$ cat config.mk
export PLATFORM = sky130hd
export DESIGN_NAME = eth_tx_fcs_ctrl
export DESIGN_NICKNAME = d
export VERILOG_FILES = /design/src/rtl/eth_tx_fcs_ctrl.sv
export SDC_FILE = /design/constraint.sdc
export NUM_CORES = 1
export LEC_CHECK = 0
export CORE_AREA = 2 2 96 75
export CTS_CLUSTER_DIAMETER = 120
export DETAILED_ROUTE_END_ITERATION = 10
export DIE_AREA = 0 0 98 77
export GPL_TIMING_DRIVEN = 0
export PLACE_DENSITY_LB_ADDON = 0.2
export SYNTH_ARGS = -nofsm -noshare
export SYNTH_HDL_FRONTEND = slang
export SYNTH_HIERARCHICAL = 1
export SYNTH_SLANG_ARGS = --single-unit
export TNS_END_PERCENT = 50
$ cat constraint.sdc
create_clock -name clk -period 3.03 [get_ports clk]
set_input_delay 0.606 -clock clk [delete_from_list [all_inputs] [get_ports clk]]
set_output_delay 0.606 -clock clk [all_outputs]
set_load 0.005 [all_outputs]
$ cat src/rtl/eth_tx_fcs_ctrl.sv
// eth_tx_fcs_ctrl: TX frame sequencer - payload pass-through, optional short-frame pad, FCS append, IFG.
// Padding is built only when ETH_TX_FCS_PAD_EN is defined; otherwise pad_count is tied to 0.

module crc32 (
    input  logic        clk,
    input  logic        rst,
    input  logic        valid,
    input  logic [7:0]  data,
    output logic [31:0] crc
);
    logic [31:0] r_state;
    logic [31:0] w_next;

    always_comb begin
        w_next = r_state;
        for (int unsigned i = 0; i < 8; i++) begin
            w_next = {1'b0, w_next[31:1]} ^ ((w_next[0] ^ data[i]) ? 32'hEDB8_8320 : '0);
        end
    end

    always_ff @(posedge clk) begin
        if (rst) begin
            r_state <= '1;
        end else if (valid) begin
            r_state <= w_next;
        end
    end

    // Complemented and byte-swapped so crc[31:24] is the first FCS byte on the wire.
    assign crc = ~{r_state[7:0], r_state[15:8], r_state[23:16], r_state[31:24]};
endmodule

module eth_tx_fcs_ctrl #(
    parameter int unsigned MIN_FRAME  = 60,
    parameter int unsigned IFG_CYCLES = 12,
    parameter logic [7:0]  PAD_BYTE   = 8'h00
) (
    input  logic       clk,
    input  logic       rst_n,
    input  logic       s_valid,
    input  logic [7:0] s_data,
    input  logic       s_last,
    output logic       s_ready,
    output logic       m_valid,
    output logic [7:0] m_data,
    output logic       m_last,
    input  logic       m_ready,
    output logic       busy,
    output logic       frame_done,
    output logic [9:0] pad_count
);
    localparam int unsigned IFG_W = (IFG_CYCLES > 1) ? $clog2(IFG_CYCLES) : 1;

    if (MIN_FRAME < 1 || MIN_FRAME > 1023) begin : g_min_frame_range
        $error("eth_tx_fcs_ctrl: MIN_FRAME must be in 1..1023");
    end

    typedef enum logic [2:0] {
        S_IDLE,
        S_DATA,
`ifdef ETH_TX_FCS_PAD_EN
        S_PAD,
`endif
        S_FCS,
        S_IFG
    } state_t;

    state_t            r_state;
    state_t            w_next_state;
    logic [1:0]        r_fcs_idx;
    logic [IFG_W-1:0]  r_ifg_cnt;
    logic [31:0]       w_crc;
    logic              w_crc_rst;
    logic              w_crc_valid;
    logic [7:0]        w_crc_data;
    logic [7:0]        w_fcs_byte;
    logic              w_data_acc;

    assign w_data_acc = (r_state == S_DATA) && s_valid && m_ready;

`ifdef ETH_TX_FCS_PAD_EN
    logic [9:0]  r_count;
    logic [9:0]  r_pad_pend;
    logic [9:0]  r_pad_count;
    logic [10:0] w_count_p1;
    logic        w_need_pad;
    logic        w_cnt_en;

    assign w_count_p1 = {1'b0, r_count} + 11'd1;
    assign w_need_pad = w_count_p1 < 11'(MIN_FRAME);
    assign w_cnt_en   = w_data_acc || ((r_state == S_PAD) && m_ready);
    assign pad_count  = r_pad_count;

    always_ff @(posedge clk) begin
        if (!rst_n || r_state == S_IDLE) begin
            r_count <= '0;
        end else if (w_cnt_en && r_count != '1) begin
            r_count <= r_count + 10'd1;
        end
    end

    // Pad length is fixed when s_last is accepted but only published with frame_done.
    always_ff @(posedge clk) begin
        if (!rst_n) begin
            r_pad_pend  <= '0;
            r_pad_count <= '0;
        end else begin
            if (w_data_acc && s_last) begin
                r_pad_pend <= w_need_pad ? (10'(MIN_FRAME) - w_count_p1[9:0]) : '0;
            end
            if (frame_done) begin
                r_pad_count <= r_pad_pend;
            end
        end
    end
`else
    assign pad_count = '0;
`endif

    always_ff @(posedge clk) begin
        if (!rst_n) begin
            r_state <= S_IDLE;
        end else begin
            r_state <= w_next_state;
        end
    end

    always_comb begin
        w_next_state = r_state;
        unique case (r_state)
            S_IDLE: if (s_valid) w_next_state = S_DATA;
            S_DATA: begin
                if (w_data_acc && s_last) begin
`ifdef ETH_TX_FCS_PAD_EN
                    w_next_state = w_need_pad ? S_PAD : S_FCS;
`else
                    w_next_state = S_FCS;
`endif
                end
            end
`ifdef ETH_TX_FCS_PAD_EN
            S_PAD: if (m_ready && w_count_p1 == 11'(MIN_FRAME)) w_next_state = S_FCS;
`endif
            S_FCS: begin
                if (m_ready && r_fcs_idx == 2'd3) begin
                    w_next_state = (IFG_CYCLES == 0) ? S_IDLE : S_IFG;
                end
            end
            S_IFG: if (r_ifg_cnt == IFG_W'(IFG_CYCLES - 1)) w_next_state = S_IDLE;
            default: w_next_state = S_IDLE;
        endcase
    end

    always_comb begin
        unique case (r_fcs_idx)
            2'd0: w_fcs_byte = w_crc[31:24];
            2'd1: w_fcs_byte = w_crc[23:16];
            2'd2: w_fcs_byte = w_crc[15:8];
            default: w_fcs_byte = w_crc[7:0];
        endcase
    end

    always_comb begin
        s_ready     = 1'b0;
        m_valid     = 1'b0;
        m_data      = '0;
        m_last      = 1'b0;
        frame_done  = 1'b0;
        w_crc_valid = 1'b0;
        unique case (r_state)
            S_DATA: begin
                s_ready     = m_ready;
                m_valid     = s_valid;
                m_data      = s_data;
                w_crc_valid = s_valid && m_ready;
            end
`ifdef ETH_TX_FCS_PAD_EN
            S_PAD: begin
                m_valid     = 1'b1;
                m_data      = PAD_BYTE;
                w_crc_valid = m_ready;
            end
`endif
            S_FCS: begin
                m_valid    = 1'b1;
                m_data     = w_fcs_byte;
                m_last     = (r_fcs_idx == 2'd3);
                frame_done = m_ready && (r_fcs_idx == 2'd3);
            end
            default: ;
        endcase
    end

    assign busy       = (r_state != S_IDLE);
    assign w_crc_rst  = !rst_n || (r_state == S_IDLE);
    assign w_crc_data = (r_state == S_DATA) ? s_data : PAD_BYTE;

    always_ff @(posedge clk) begin
        if (!rst_n || r_state != S_FCS) begin
            r_fcs_idx <= '0;
        end else if (m_ready) begin
            r_fcs_idx <= r_fcs_idx + 2'd1;
        end
    end

    always_ff @(posedge clk) begin
        if (!rst_n || r_state != S_IFG) begin
            r_ifg_cnt <= '0;
        end else begin
            r_ifg_cnt <= r_ifg_cnt + 1'b1;
        end
    end

    crc32 u_crc (
        .clk   (clk),
        .rst   (w_crc_rst),
        .valid (w_crc_valid),
        .data  (w_crc_data),
        .crc   (w_crc)
    );
endmodule

==> results of run 1 <==
-- cell usage after synthesis (all sizes together) (2+ instances only) --
cell type,instances,area (um^2)
xnor2,54,596.8
a22o,8,70.07
o211ai,15,112.6
inv,37,138.9
mux2i,2,20.02
a21oi,6,37.54
buf,11,82.58
ha,10,125.1
dfxtp,40,800.8
xor2,14,148.9
clkinv,2,7.510
a211o,10,87.58
o21ai,13,65.06
nor2b,2,12.51
nand2,32,122.6
a222oi,8,80.08
xor3,2,48.79
nand3,2,10.01
nor2,17,63.81
and3,4,25.02
clkbuf,16,60.06
and2,11,68.82
-- final timing paths --
check,start,end,slack [ps],cells after the start
setup / recovery,r_fcs_idx[0]$_SDFFE_PP0P_,m_data[2],150,6
hold / removal,r_ifg_cnt[0]$_SDFF_PP0_,r_ifg_cnt[0]$_SDFF_PP0_,460,1
setup reg to reg,r_state[1]$_SDFFE_PN0P_,u_crc/r_state[25]$_SDFFE_PP1P_,260,9
hold reg to reg,r_ifg_cnt[0]$_SDFF_PP0_,r_ifg_cnt[0]$_SDFF_PP0_,460,1
-- state kept, by name, summed over array words and instances (netlist names) --
name           count
r_ifg_cnt          4
r_fcs_idx          2
r_state            2
u_crc/r_state     32
-- metal layers --
metal | global-route usage [%] | wire length, um
met1 | 26.35 | 3196
met2 | 30.96 | 3159
met3 | 3.555 | 477
met4 | 5.694 | 84
met5 | 0 | 0
-- stage by stage --
| step | total power [mW] | setup WS, ps | cells | cell area [um^2] | util [%] |
|---|---|---|---|---|---|
| finish | 2.430 | 152.8 | 447 | 3348 | 50.70 |
| global route | 2.594 | 17.54 | 447 | 3348 | 50.70 |
| CTS | 2.440 | 26.94 | 450 | 3349 | 50.72 |
| detailed placement | 2.061 | 108.1 | 443 | 3262 | 49.39 |
| global placement | 2.055 | 138.2 | 443 | 3262 | 49.39 |
| floorplan | 1.727 | 619.7 | 335 | 2917 | - |
-- repair_timing --
item                       CTS  global route
gates resized for setup      1             7
hold endpoints to repair     0             0
hold buffers                 0             0
setup endpoints to repair    1            11
-- cell type report --
class	instances	area, um^2
buffer	23	131.4
timing repair buffer	24	240.2
clock buffer	5	68.82
tap	84	105.1
multi-input combinational	229	1834
clock inverter	3	21.27
inverter	39	146.4
fill	662	3256
sequential	40	800.8
-- power by group --
part | leakage (nW) | total (mW) | internal, mW | switching [mW]
Clock | 0.0445 | 0.369 | 0.163 | 0.206
Sequential | 0.324 | 0.587 | 0.558 | 0.0290
Combinational | 1.13 | 1.47 | 0.676 | 0.798
-- logic make-up after synthesis --
kind of cell / count (synthesis) / share of synthesized area (%)
AO/OA/AOI/OAI: 64 / 17.01
XOR/XNOR: 71 / 28.34
adder cells (fa/ha/maj): 10 / 4.340
buffers and inverters: 66 / 10.03
flip-flops: 40 / 27.78
multiplexers: 2 / 0.6945
other: 1 / 0.1301
AND/OR/NAND/NOR: 72 / 11.68
-- cells in the final DEF (no fill, tap or decap), types with 4 or more instances in the layout --
cell / count
buf_4: 11
clkdlybuf4s50_1: 24
clkbuf_8: 5
o211ai_1: 15
and2_1: 11
clkbuf_1: 9
a22o_1: 8
xnor2_2: 9
a21oi_1: 4
inv_1: 37
ha_1: 7
xnor2_1: 42
conb_1: 10
a222oi_1: 8
dfxtp_1: 40
xor2_1: 12
nor2_1: 17
a211o_1: 10
o21ai_0: 10
and3_1: 4
nand2_1: 31
==> out/results.ini, run 1 <==
[cts]
clk_path_buf_depth=2
clk_pin_slew_ps=80
cts_tree=yes
post-cts-setup-buffers=0
cts.sinks=40
numCtsBuffers=5
htree_levels=2
clk_latency_ps=310
cts-root-buf=clkbuf_8

[synthesis]
syn_area_mm2=0.002883
ys_seq_elements=40
syn_area_per_cell_um2=8.843
synth_edf_count=0
synth_ff_type=dfxtp_1
yosysWarningCount=6
synth_cell_type_count=40
yosysSeqAreaShare_pct=27.78
ys_async_sr_fraction_pct=0
syn_inst=326

[cells_and_area]
area_delta_synth_final_pct=16.15
nets=385
drive_gt1_share_pct=12.40
num_antenna_cells=0

[timing]
fin_crit_ps=2877
max_freq_mhz=347.6
maxSlewHeadroom_pct=62.67
finalCritPeriodShare_pct=94.96
drv_slew=0
whs_ps=455.9
grt_setup_unrepaired=no
tightest_slew_ps=557.3
skew_ps=20.35
hold_violations=0
finalSetupViolCount=0
final.setup.tns_ps=0

[critical_path]
startpoint_type=flop
path_cells=ha_1, clkbuf_2, nand2_1, o21ai_1, a22o_1, clkdlybuf4s50_1
end_kind=primary output
crit_arrival_ps=2270
crit_family=buffers and inverters
slowest_stage=clkdlybuf4s50_1
critPathKind=flop to primary output
critPathMaxStageDelay_ps=490
worst-path-buf-inv=2
crit_fanout=10
cp.required_ps=2420

[routing]
remaining_drc_errors=0
via_per_inst=4.989
vias=2230
drt_iter0_markers=160
wirelength_mm=6.918
postRouteAntennaNets=0
avgRoutedWirePerCell_um=15.48
firstDrtPassIters=4

[power_and_ir_drop]
power.leakage_nw=1.501
p_per_area_mw_per_mm2=725.7
ir_drop_mv=0.3761

[global_route]
grt_max_degree=15
grt_pass1_vias=2170
grt_usage_pct=19.25
grt_first_pass_wirelength_mm=11.41
gr-total-overflow=0
antenna_found_initial=0

[job]
max_cap_violations=0

[placed_design]
routabilityCongestion=0.8333
dp_hpwl_mm=5.156
portBuffers=24

[outcome]
outcome=completed

[floorplan]
dieArea_mm2=0.007546
core_mm2=0.006604
die_w_um=98
start_util_pct=43.65
ios=36
num_rows=26
die_y_um=77

[min_path]
hp-class=flop to flop

Note: power is estimated with default switching activity, not from simulation.
==> run 2, diff against run 1 <==
Settings changed: CTS_CLUSTER_DIAMETER 120 to 40, GPL_TIMING_DRIVEN 0 to not set, SKIP_CTS_REPAIR_TIMING set to 1.
==> out/results.ini, run 2 (same netlist as run 1, synthesis figures left out) <==
[outcome]
outcome=completed

[global_route]
grt_first_pass_wirelength_mm=11.10
grt_max_degree=48
grt_pass1_vias=2098
antenna_found_initial=0
gr-total-overflow=0
grt_usage_pct=18.69

[cells_and_area]
reg_top3=u_crc/r_state x32, r_ifg_cnt x4
largest_reg_flops=32
area_delta_synth_final_pct=14.63
num_antenna_cells=0
nFillCells=648
nets=373
drive_gt1_share_pct=11.68
top_register=u_crc/r_state
finalInstanceArea_mm2=0.003304
seqCellArea_um2=800.8
final_cell_mix=42 x xnor2_1, 40 x dfxtp_1, 37 x inv_1
multi_input_area_mm2=0.001834
fin_cells=435
final_common_cell=xnor2_1

[power_and_ir_drop]
p_per_area_mw_per_mm2=752.3
ir_drop_mv=0.4838
power.leakage_nw=1.468

[critical_path]
r2r_cells=8
crit_fanout=8
rr_startpoint=r_state[1]$_SDFFE_PN0P_
critPathKind=flop to primary output
setup.worst_path.end=m_data[7]
cp.required_ps=2420
r2r-end=u_crc/r_state[25]$_SDFFE_PP1P_
end_kind=primary output
crit_arrival_ps=2290
startpoint=r_fcs_idx[0]$_SDFFE_PP0P_
startpoint_type=flop
rrSetupSlack_ps=300

[cts]
clk_pin_slew_ps=90
clk_path_buf_depth=2
cts_tree=yes
cts.sinks=40
clk_latency_ps=300
htree_levels=2
cts-root-buf=clkbuf_8
numCtsBuffers=5

[placed_design]
post_dp_cell_area_mm2=0.003204
dp_hpwl_mm=5.100
routabilityCongestion=0.8877
pre_cts_ws_ps=236.9
dp.cells=427
portBuffers=25

[timing]
skew_ps=12.91
final.setup.tns_ps=0
drv_slew=0
finalSetupViolCount=0
hold_violations=0
max_freq_mhz=345.6
maxSlewHeadroom_pct=60.63
tightest_slew_ps=590.6
grt_setup_unrepaired=no
finalCritPeriodShare_pct=95.50
layout_setup_ws_ps=136.2
whs_ps=451.7
fin_crit_ps=2894

[floorplan]
ios=36
start_util_pct=43.65
die_y_um=77
die_w_um=98
core_mm2=0.006604
dieArea_mm2=0.007546
num_rows=26

[routing]
firstDrtPassIters=4
postRouteAntennaNets=0
remaining_drc_errors=0
avgRoutedWirePerCell_um=15.91
vias=2214
wirelength_mm=6.919
via_per_inst=5.090
drt_iter0_markers=126

[job]
max_cap_violations=0

[min_path]
hp-class=flop to flop
whs_path_depth=1

==> run 2: cell types whose count changed in the layout (fill, tap and decap cells not counted) <==
cell,before,now
clkinv_2,1,0
buf_4,11,10
inv_6,1,0
clkinv_4,0,1
clkbuf_1,9,0
clkdlybuf4s50_1,24,25
clkbuf_2,3,0
clkinvlp_4,1,2
==> run 2: critical path, cell delays in order, from the launching register on <==
cell and delay [ps]:
dfxtp_1 440, inv_1 100, ha_2 270, a222oi_1 350, o21ai_0 160, a22o_1 220, clkdlybuf4s50_1 440
==> run 2: worst min path at each step <==
| stage | from | endpoint | slack, ps |
|---|---|---|---|
| 5_1_grt | u_crc/r_state[9]$_SDFFE_PP1P_ | u_crc/r_state[9]$_SDFFE_PP1P_ | 500 |
| 3_5_place_dp | r_ifg_cnt[0]$_SDFF_PP0_ | r_ifg_cnt[0]$_SDFF_PP0_ | 440 |
| 4_1_cts | r_ifg_cnt[0]$_SDFF_PP0_ | r_ifg_cnt[0]$_SDFF_PP0_ | 450 |
| 3_3_place_gp | r_ifg_cnt[0]$_SDFF_PP0_ | r_ifg_cnt[0]$_SDFF_PP0_ | 430 |
| 2_1_floorplan | r_ifg_cnt[0]$_SDFF_PP0_ | r_ifg_cnt[0]$_SDFF_PP0_ | 420 |
| 6_report | r_ifg_cnt[0]$_SDFF_PP0_ | r_ifg_cnt[0]$_SDFF_PP0_ | 450 |
==> run 2: metrics by stage <==
| stage | utilization [%] | total power [mW] |
|---|---|---|
| 2_1_floorplan | - | 1.727 |
| 4_1_cts | 49.92 | 2.494 |
| 3_5_place_dp | 48.52 | 2.116 |
| 3_3_place_gp | 48.52 | 2.109 |
| 6_report | 50.04 | 2.486 |
| 5_1_grt | 50.04 | 2.638 |
==> run 2: final cells by class <==
type                            instances  share of cell area (%)
Sequential cell                        40                   24.23
Multi-Input combinational cell        229                   55.51
Clock buffer                            5                   2.083
Timing Repair Buffer                   35                   9.845
Tap cell                               84                   3.181
Clock inverter                          3                  0.7194
Inverter                               39                   4.430
==> run 2: report_power, final <==
part	internal, mW	switching (mW)
clock	0.163	0.207
combinational	0.710	0.819
sequential	0.558	0.0295
==> run 2: per-layer routing <==
layer	share of wire [%]	GRT usage, %	up-vias
met1	54	28.23	1060
met3	3.4	3.191	5
met5	0	0	-
met2	42	27.88	47
met4	0.58	3.750	0
li1	-	-	1102
